--- config.mk ---
export PLATFORM = sky130hd
export DESIGN_NAME = mc_control
export DESIGN_NICKNAME = d
export VERILOG_FILES = /design/src/rtl/mc_pkg.sv /design/src/rtl/mc_decode.sv /design/src/rtl/mc_control.sv
export SDC_FILE = /design/constraint.sdc
export NUM_CORES = 1
export LEC_CHECK = 0
export ABC_AREA = 0
export CORE_ASPECT_RATIO = 1.1
export CORE_MARGIN = 2
export CORE_UTILIZATION = 43
export CTS_CLUSTER_DIAMETER = 50
export DETAILED_ROUTE_END_ITERATION = 8
export PLACE_DENSITY_LB_ADDON = 0.15
export SYNTH_ARGS = -nofsm -noshare
export SYNTH_HDL_FRONTEND = slang
export SYNTH_HIERARCHICAL = 1
export SYNTH_SLANG_ARGS = --single-unit
--- constraint.sdc ---
create_clock -name clk -period 4.1 [get_ports clk]
set_clock_uncertainty 0.1 [all_clocks]
set_input_delay 0.82 -clock clk [delete_from_list [all_inputs] [get_ports clk]]
set_output_delay 0.82 -clock clk [all_outputs]
set_load 0.05 [all_outputs]
--- src/rtl/mc_pkg.sv ---
// Shared encodings for the multicycle MIPS control unit: state codes, opcode and
// function fields, ALU opcodes and datapath mux selects.
package mc_pkg;

    localparam int          STATE_W = 3;
    localparam logic [31:0] PC_INC  = 32'd4;

    typedef enum logic [STATE_W-1:0] {
        S_IF   = 3'b000,
        S_ID   = 3'b001,
        S_EXE  = 3'b010,
        S_MEM  = 3'b011,
        S_WB   = 3'b100,
        S_TRAP = 3'b101
    } state_t;

    localparam logic [5:0] OP_RTYPE = 6'b000000;
    localparam logic [5:0] OP_ADDI  = 6'b001000;
    localparam logic [5:0] OP_ANDI  = 6'b001100;
    localparam logic [5:0] OP_ORI   = 6'b001101;
    localparam logic [5:0] OP_XORI  = 6'b001110;
    localparam logic [5:0] OP_LW    = 6'b100011;
    localparam logic [5:0] OP_SW    = 6'b101011;
    localparam logic [5:0] OP_BEQ   = 6'b000100;
    localparam logic [5:0] OP_BNE   = 6'b000101;
    localparam logic [5:0] OP_LUI   = 6'b001111;
    localparam logic [5:0] OP_J     = 6'b000010;
    localparam logic [5:0] OP_JAL   = 6'b000011;

    localparam logic [5:0] FN_ADD = 6'b100000;
    localparam logic [5:0] FN_SUB = 6'b100010;
    localparam logic [5:0] FN_AND = 6'b100100;
    localparam logic [5:0] FN_OR  = 6'b100101;
    localparam logic [5:0] FN_XOR = 6'b100110;
    localparam logic [5:0] FN_SLL = 6'b000000;
    localparam logic [5:0] FN_SRL = 6'b000010;
    localparam logic [5:0] FN_SRA = 6'b000011;
    localparam logic [5:0] FN_JR  = 6'b001000;

    localparam logic [3:0] ALUC_ADD = 4'b0000;
    localparam logic [3:0] ALUC_SUB = 4'b0100;
    localparam logic [3:0] ALUC_AND = 4'b0001;
    localparam logic [3:0] ALUC_OR  = 4'b0101;
    localparam logic [3:0] ALUC_XOR = 4'b0010;
    localparam logic [3:0] ALUC_LUI = 4'b0110;
    localparam logic [3:0] ALUC_SLL = 4'b0011;
    localparam logic [3:0] ALUC_SRL = 4'b0111;
    localparam logic [3:0] ALUC_SRA = 4'b1111;

    localparam logic [1:0] ALUSRCB_B    = 2'b00;
    localparam logic [1:0] ALUSRCB_INC  = 2'b01;
    localparam logic [1:0] ALUSRCB_IMM  = 2'b10;
    localparam logic [1:0] ALUSRCB_IMM2 = 2'b11;

    localparam logic [1:0] PCSRC_ALU    = 2'b00;
    localparam logic [1:0] PCSRC_BRANCH = 2'b01;
    localparam logic [1:0] PCSRC_REGA   = 2'b10;
    localparam logic [1:0] PCSRC_JUMP   = 2'b11;

endpackage

--- src/rtl/mc_decode.sv ---
// Combinational instruction decoder: op/func to instruction-class flags plus the
// ALU opcode, immediate sign-extension and rt-destination select.
module mc_decode
    import mc_pkg::*;
(
    input  logic [5:0] op,
    input  logic [5:0] func,
    output logic       is_ralu,
    output logic       is_ialu,
    output logic       is_lw,
    output logic       is_sw,
    output logic       is_beq,
    output logic       is_bne,
    output logic       is_j,
    output logic       is_jal,
    output logic       is_jr,
    output logic       is_shift,
    output logic       valid,
    output logic [3:0] aluc,
    output logic       sext,
    output logic       regrt
);

    // Classify the instruction and pick its ALU operation.
    always_comb begin
        is_ralu  = 1'b0;
        is_ialu  = 1'b0;
        is_lw    = 1'b0;
        is_sw    = 1'b0;
        is_beq   = 1'b0;
        is_bne   = 1'b0;
        is_j     = 1'b0;
        is_jal   = 1'b0;
        is_jr    = 1'b0;
        is_shift = 1'b0;
        aluc     = ALUC_ADD;
        sext     = 1'b1;
        regrt    = 1'b0;
        case (op)
            OP_RTYPE: begin
                case (func)
                    FN_ADD:  begin is_ralu = 1'b1; aluc = ALUC_ADD; end
                    FN_SUB:  begin is_ralu = 1'b1; aluc = ALUC_SUB; end
                    FN_AND:  begin is_ralu = 1'b1; aluc = ALUC_AND; end
                    FN_OR:   begin is_ralu = 1'b1; aluc = ALUC_OR;  end
                    FN_XOR:  begin is_ralu = 1'b1; aluc = ALUC_XOR; end
                    FN_SLL:  begin is_ralu = 1'b1; is_shift = 1'b1; aluc = ALUC_SLL; end
                    FN_SRL:  begin is_ralu = 1'b1; is_shift = 1'b1; aluc = ALUC_SRL; end
                    FN_SRA:  begin is_ralu = 1'b1; is_shift = 1'b1; aluc = ALUC_SRA; end
                    FN_JR:   begin is_jr = 1'b1; end
                    default: begin is_ralu = 1'b0; end
                endcase
            end
            OP_ADDI: begin is_ialu = 1'b1; regrt = 1'b1; aluc = ALUC_ADD; end
            // Logical immediates are zero-extended.
            OP_ANDI: begin is_ialu = 1'b1; regrt = 1'b1; aluc = ALUC_AND; sext = 1'b0; end
            OP_ORI:  begin is_ialu = 1'b1; regrt = 1'b1; aluc = ALUC_OR;  sext = 1'b0; end
            OP_XORI: begin is_ialu = 1'b1; regrt = 1'b1; aluc = ALUC_XOR; sext = 1'b0; end
            OP_LUI:  begin is_ialu = 1'b1; regrt = 1'b1; aluc = ALUC_LUI; end
            OP_LW:   begin is_lw   = 1'b1; regrt = 1'b1; aluc = ALUC_ADD; end
            OP_SW:   begin is_sw   = 1'b1; aluc = ALUC_ADD; end
            OP_BEQ:  begin is_beq  = 1'b1; aluc = ALUC_SUB; end
            OP_BNE:  begin is_bne  = 1'b1; aluc = ALUC_SUB; end
            OP_J:    begin is_j    = 1'b1; end
            OP_JAL:  begin is_jal  = 1'b1; end
            default: begin is_ralu = 1'b0; end
        endcase
        valid = is_ralu | is_ialu | is_lw | is_sw | is_beq | is_bne | is_j | is_jal | is_jr;
    end

endmodule

--- src/rtl/mc_control.sv ---
// Multicycle MIPS control FSM (IF/ID/EXE/MEM/WB) driving the ALU and datapath selects.
// Optional MC_CONTROL_ILLEGAL_TRAP_EN: undecoded instructions lock in TRAP with illegal=1.
module mc_control
    import mc_pkg::*;
(
    input  logic       clk,
    input  logic       rst,
    input  logic [5:0] op,
    input  logic [5:0] func,
    input  logic       z,
    output logic [3:0] aluc,
    output logic       shift,
    output logic       alusrca,
    output logic [1:0] alusrcb,
    output logic       sext,
    output logic [1:0] pcsrc,
    output logic       wpc,
    output logic       wir,
    output logic       iord,
    output logic       wmem,
    output logic       wreg,
    output logic       regrt,
    output logic       m2reg,
    output logic       jal,
`ifdef MC_CONTROL_ILLEGAL_TRAP_EN
    output logic       illegal,
`endif
    output logic [2:0] state
);

    state_t     cur;
    state_t     nxt;
    state_t     state_next;
    logic       d_ralu, d_ialu, d_lw, d_sw, d_beq, d_bne, d_j, d_jal, d_jr, d_shift, d_valid;
    logic [3:0] d_aluc;
    logic       d_sext, d_regrt;

    mc_decode u_decode (
        .op       (op),
        .func     (func),
        .is_ralu  (d_ralu),
        .is_ialu  (d_ialu),
        .is_lw    (d_lw),
        .is_sw    (d_sw),
        .is_beq   (d_beq),
        .is_bne   (d_bne),
        .is_j     (d_j),
        .is_jal   (d_jal),
        .is_jr    (d_jr),
        .is_shift (d_shift),
        .valid    (d_valid),
        .aluc     (d_aluc),
        .sext     (d_sext),
        .regrt    (d_regrt)
    );

    // State register.
    always_ff @(posedge clk) begin
        if (rst) begin
            cur <= S_IF;
        end else begin
            cur <= state_next;
        end
    end

    assign state = cur;

    // Next-state and per-state control outputs; reset masks all write enables.
    always_comb begin
        nxt     = S_IF;
        aluc    = ALUC_ADD;
        shift   = 1'b0;
        alusrca = 1'b0;
        alusrcb = ALUSRCB_B;
        sext    = 1'b1;
        pcsrc   = PCSRC_ALU;
        wpc     = 1'b0;
        wir     = 1'b0;
        iord    = 1'b0;
        wmem    = 1'b0;
        wreg    = 1'b0;
        regrt   = 1'b0;
        m2reg   = 1'b0;
        jal     = 1'b0;
`ifdef MC_CONTROL_ILLEGAL_TRAP_EN
        illegal = 1'b0;
`endif
        case (cur)
            S_IF: begin
                wpc     = 1'b1;
                wir     = 1'b1;
                alusrcb = ALUSRCB_INC;
                nxt     = S_ID;
            end
            S_ID: begin
                // Branch target is precomputed here for a possible taken branch in EXE.
                alusrcb = ALUSRCB_IMM2;
                if (d_j || d_jal) begin
                    wpc   = 1'b1;
                    pcsrc = PCSRC_JUMP;
                    wreg  = d_jal;
                    jal   = d_jal;
                    nxt   = S_IF;
                end else if (d_jr) begin
                    wpc   = 1'b1;
                    pcsrc = PCSRC_REGA;
                    nxt   = S_IF;
                end else if (d_valid) begin
                    nxt = S_EXE;
                end else begin
`ifdef MC_CONTROL_ILLEGAL_TRAP_EN
                    nxt = S_TRAP;
`else
                    nxt = S_IF;
`endif
                end
            end
            S_EXE: begin
                alusrca = 1'b1;
                aluc    = d_aluc;
                sext    = d_sext;
                if (d_ralu) begin
                    shift = d_shift;
                    nxt   = S_WB;
                end else if (d_ialu) begin
                    alusrcb = ALUSRCB_IMM;
                    nxt     = S_WB;
                end else if (d_lw || d_sw) begin
                    alusrcb = ALUSRCB_IMM;
                    nxt     = S_MEM;
                end else if ((d_beq && z) || (d_bne && !z)) begin
                    wpc   = 1'b1;
                    pcsrc = PCSRC_BRANCH;
                    nxt   = S_IF;
                end else begin
                    nxt = S_IF;
                end
            end
            S_MEM: begin
                iord = 1'b1;
                if (d_sw) begin
                    wmem = 1'b1;
                    nxt  = S_IF;
                end else if (d_lw) begin
                    nxt = S_WB;
                end else begin
                    nxt = S_IF;
                end
            end
            S_WB: begin
                wreg  = 1'b1;
                regrt = d_regrt;
                m2reg = d_lw;
                nxt   = S_IF;
            end
`ifdef MC_CONTROL_ILLEGAL_TRAP_EN
            S_TRAP: begin
                illegal = 1'b1;
                nxt     = S_TRAP;
            end
`endif
            default: begin
                nxt = S_IF;
            end
        endcase
        if (rst) begin
            state_next = S_IF;
            wpc        = 1'b0;
            wir        = 1'b0;
            wmem       = 1'b0;
            wreg       = 1'b0;
        end else begin
            state_next = nxt;
        end
    end

endmodule

Word level (Yosys, flattened, before mapping)
Cells that the tools add are included.

word-level totals
  flip-flop bits (word level) = 3
  bits in latches = 0
  RAM bits = 0
  bits in read-only memories = 0
  output and inout bits = 22
  word-level logic and storage cells = 109
  memories = 0

cells by class
  add/subtract/negate cells = 0
  multiply operators = 0
  div/mod/pow operators = 0
  magnitude comparators = 0
  eq/ne operators = 23
  shift operators = 0
  mux-type cells = 62
  bitwise gates (word level) = 8
  reductions and logical operators = 15

operator list
  kind                                                             number
  6-bit == test, second input constant                             7
  1-bit two-way mux                                                41
  6-bit by 4-bit == test with 1-bit output, second input constant  6
  4-bit one-hot mux with 7 select lines                            1
  6-bit by 2-bit == test with 1-bit output, second input constant  4
  4-bit one-hot mux with 6 select lines                            1
  2-bit two-way mux                                                9
  6-bit by 3-bit == test with 1-bit output, second input constant  2
  6-bit logical NOT                                                2
  3-bit two-way mux                                                4
  3-bit one-hot mux with 4 select lines                            1
  1-bit OR                                                         8
  8-bit OR reduction                                               1
  3-bit by 2-bit == test with 1-bit output, second input constant  2
  2-bit one-hot mux with 3 select lines                            1
  3-bit OR reduction                                               2
  6-bit OR reduction                                               1
  5-bit OR reduction                                               1
  4-bit two-way mux                                                1
  2-bit one-hot mux with 2 select lines                            1
  3-bit by 1-bit == test with 1-bit output, second input constant  1
  3-bit == test, second input constant                             1
  3-bit logical NOT                                                1
  1-bit logical OR                                                 3
  other kinds (5)                                                  6

Logic depth before layout (Yosys ltp)
  depth after elaboration = 16
  gate-level depth with buffers = 7
  mapped depth without buffers = 7

Cells and area by module
The synthesis kept the hierarchy.

modules (own cells, without submodules)
  module      times used  cells an instance  area each (µm²)  sequential area each (µm²)
  mc_decode   1           64                 392.9            0.0
  mc_control  1           50                 336.6            60.1

Worst setup path before layout
Ideal clock, no wire load.

  path type = in2out
  start point = input port op[3]
  end point = output port wreg
  data arrival time = 2865 ps
  required time = 3180 ps
  slack = 315 ps
  stages on the path = 5
  path through = or4_4 > nor2_1 > and3b_1 > a21oi_1 > nor3_1

between the ends
  longest elaborated chain between the ends = 6
  elaborated cells on any way between the ends = 8
  those cells by class = eq/ne: 2; mux: 5; reduce/logical: 1

ends and longest elaborated chain
  item                                        line               source
  from (decl)                                 mc_control.sv:8    input logic [5:0] op,
  6-bit by 2-bit == test with 1-bit output *  mc_decode.sv:39    case (op)
  1-bit two-way mux *                         mc_decode.sv:39
  via d_jal                                   mc_control.sv:34   logic d_ralu, d_ialu, d_lw, d_sw, d_beq, d_bne, d_j, d_jal, d_jr, d_shift, d_valid;
  1-bit logical OR                            mc_control.sv:98   if (d_j || d_jal) begin
  1-bit two-way mux *                         mc_control.sv:98
  1-bit one-hot mux with 2 select lines *     mc_control.sv:88   case (cur)
  1-bit two-way mux *                         mc_control.sv:166  if (rst) begin
  to (decl)                                   mc_control.sv:21   output logic wreg,

Mark *: on every way through the listed nets, which the timed path passes. The rest lies on a longest branch.

Worst setup path in the final report
  start point = input port op[5]
  end point = output port pcsrc[0]

between the ends
  elaborated cells on any way between the ends = 32
  those cells by class = eq/ne: 11; mux: 14; reduce/logical: 7

RTL lines
  item                                   line               source
  6-bit logical NOT                      mc_decode.sv:39
  1-bit two-way mux                      mc_decode.sv:39
  via d_ralu                             mc_control.sv:34
  1-bit two-way mux                      mc_control.sv:122  if (d_ralu) begin
  2-bit one-hot mux with 2 select lines  mc_control.sv:88
  to (decl)                              mc_control.sv:16   output logic [1:0] pcsrc,

The timed path passes the listed nets, and every way through them passes these cells.

==> qor.yml <==
timing:
  max_freq_mhz: 255
  rsz0062_at_grt: "no"
  drv_slew: 0
  slew_headroom_pct: 62.4
  setup-violations-final: 0
  layout_setup_ws_ns: 0.179
  fin_crit_ns: 3.92
  hold_violations: 0
  finalCritPeriodShare_pct: 95.6
  finalSetupTns_ns: 0
  tightestPinTransition_ns: 0.562
logic_synthesis:
  synth-seq-cells: 3
  synth_flop_cell: "dfxtp_1"
  ys_async_sr_fraction_pct: 0
  yosysSeqAreaShare_pct: 8.23
  synth_top_area_share_pct: 10.3
  synth-edff-count: 0
  synth_nets: 129
  yosys-top-cells-area: "nor2_1, dfxtp_1, and3_1"
  synthCells: 114
  synth_warnings: 6
  yosys.area.top_type: "nor2_1"
  synth.distinct_cells: 44
  syn_area_per_cell_um2: 6.40
  synth_area_um2: 729
pwr:
  p_comb_share_pct: 48.1
  p_per_area_nw_per_um2: 134
  ir_worst_vdd_mv: 0.108
  intPower_uw: 99.2
  clkPwrFrac_pct: 31.5
  power_switching_uw: 63.6
  sequentialPowerShare_pct: 20.4
  leakagePower_nw: 0.474
  swShare_pct: 39.1
setup_path:
  cpPeakStageDelay_ns: 0.55
  cp.required_ns: 3.18
  cp_max_fo: 6
  regToRegSetupSlack_ns: 2.60
  path_cells: "clkdlybuf4s50_1 > or4_4 > nor3_4 > nand2_2 > a221oi_2 > nor2_1 > nand4_1 > o21ai_0 > buf_4"
  cp.arrival_ns: 3.00
  cp-end-kind: "output pin"
  crit_type: "in -> out"
  crit_slowest_cell: "or4_4"
  critPathLaunchType: "input port"
detailed_routing:
  vias: 986
  wire_per_inst_um: 13.2
  wl_um: 2190
  routed_via_density: 5.94
  first_pass_iters: 4
  drtAntennaViolNets: 0
  drt-initial-drc-count: 34
  drc: 0
die:
  ioPinCount: 37
  dieArea_um2: 2040
  die_width_um: 43.3
  coreArea_um2: 1580
  start_util_pct: 46.3
  fp.dieH_um: 47.2
  rows: 15
placed_design:
  place_ws_ns: 0.188
  dpl-instance-area_um2: 1190
  hpwl_um: 1780
  gp_congestion: 0.823
  io_buffer_count: 36
cts:
  hold_buffers: 0
  cts.path.max_buffers: 2
  cts-htree-levels: 1
  clk_latency_ns: 0.23
  clock_sinks: 3
  cts.clk_slew.worst_paths_ns: 0.04
  cts-resized-gates: 0
  post-cts-setup-buffer-count: 0
  cts_buffers: 3
  root_buffer: "clkbuf_4"
  cts_tree: "built"
finish:
  layout-drive-gt1-share_pct: 20.1
  antenna_cells: 0
  fin_area_um2: 1220
  fin_nets: 165
  syn_to_final_growth_pct: 66.7
  largest_register_ffs: 3
run_status:
  status: "complete, no violations"
grt:
  grt_pass1_wl_um: 3460
  globalRouteOverflowTotal: 0
  grt_pass1_vias: 862
  grt_start_max_net_pins: 13
  grt.total_usage_pct: 21.6
  antenna_found_initial: 0
flow_run:
  cap_violations: 0
worst_hold_path:
  hp-class: "reg -> reg"
## per-layer routing
metal	part of all wire [%]	track usage [%]
met1	42	25.6
met2	52	43.0
met3	5.0	3.46
met4	0.37	1.21
met5	0	0
## worst max-delay path: cells and delay by family
kind	cells	cell delay, ns
compound gates	2	0.37
buf+inv	2	0.68
simple gates	5	1.11
## power by group through the flow
| stage | Sequential, mW | Clock, mW | Combinational (mW) |
|---|---|---|---|
| 3_3_place_gp | 0.0335 | 0 | 0.0764 |
| 3_5_place_dp | 0.0336 | 0 | 0.0775 |
| 6_report | 0.0332 | 0.0512 | 0.0783 |
| 4_1_cts | 0.0331 | 0.0540 | 0.0778 |
| 5_1_grt | 0.0334 | 0.0581 | 0.0842 |
| 2_1_floorplan | 0.0351 | 0 | 0.0459 |
## layout make-up
class	instances	area [um2]
clock buffer	4	26.3
tap	17	21.3
sequential	3	60.1
timing repair buffer	40	480
multi-input combinational	97	609
inverter	5	18.8
fill	131	360
## synthesized netlist by cell type, types with 3 or more instances
| master | n |
|---|---|
| a21oi_1 | 5 |
| and2_1 | 4 |
| and3_1 | 6 |
| buf_2 | 3 |
| clkbuf_1 | 5 |
| dfxtp_1 | 3 |
| inv_1 | 5 |
| nand2_1 | 9 |
| nor2_1 | 20 |
| nor2b_1 | 3 |
| nor3_1 | 5 |
| nor4_1 | 3 |
| o21ai_0 | 4 |
## stage by stage
step                      utilization, %  total power, mW  cells  hold slack, ns
after floorplan                        -           0.0810    114           0.775
after global placement              75.5            0.110    162           0.543
after detailed placement            75.5            0.111    162           0.553
after CTS                           77.1            0.165    166           0.553
after global routing                77.1            0.176    166           0.639
final                               77.1            0.163    166           0.542
## logic make-up (layout without fill, tap and decap cells)
kind of cell,count (synthesis),after routing,share of synthesized area [%]
buffers and inverters,14,49,8.23
AO/OA/AOI/OAI,28,28,27.6
flip-flops,3,3,8.23
multiplexers,1,1,1.54
AND/OR/NAND/NOR,68,68,54.4
## path summary, 6_finish.rpt
path,startpoint,cells past startpoint,to
setup / recovery,op[5],9,pcsrc[0]
hold reg to reg,state[1],1,state[0]
setup reg to reg,state[0],3,state[2]
hold / removal,state[1],1,state[0]
## layout by cell type (no fill, tap or decap), drive strengths merged
| master | n |
|---|---|
| clkdlybuf4s50 | 22 |
| nor2 | 20 |
| buf | 18 |
| nand2 | 11 |
| and3 | 6 |
| nor3 | 6 |
| inv | 5 |
| a21oi | 5 |
| o21ai | 5 |
| and2 | 4 |
| nor4 | 4 |
| clkbuf | 4 |
| dfxtp | 3 |
| nor2b | 3 |
| a221oi | 3 |
| o31ai | 2 |
| nand4 | 2 |
| nand3b | 2 |
| o22ai | 2 |
| a32o | 2 |
| nand3 | 2 |
| a21boi | 2 |
| nor3b | 1 |
| mux2 | 1 |
| and3b | 1 |
| o41ai | 1 |
| nand2b | 1 |
| or4b | 1 |
| a2111oi | 1 |
| and4 | 1 |
| or4 | 1 |
| a211oi | 1 |
| a31oi | 1 |
| or3b | 1 |
| o21bai | 1 |
| o32ai | 1 |
| nor4b | 1 |
| o22a | 1 |
Power figures use the tool's default switching activity.
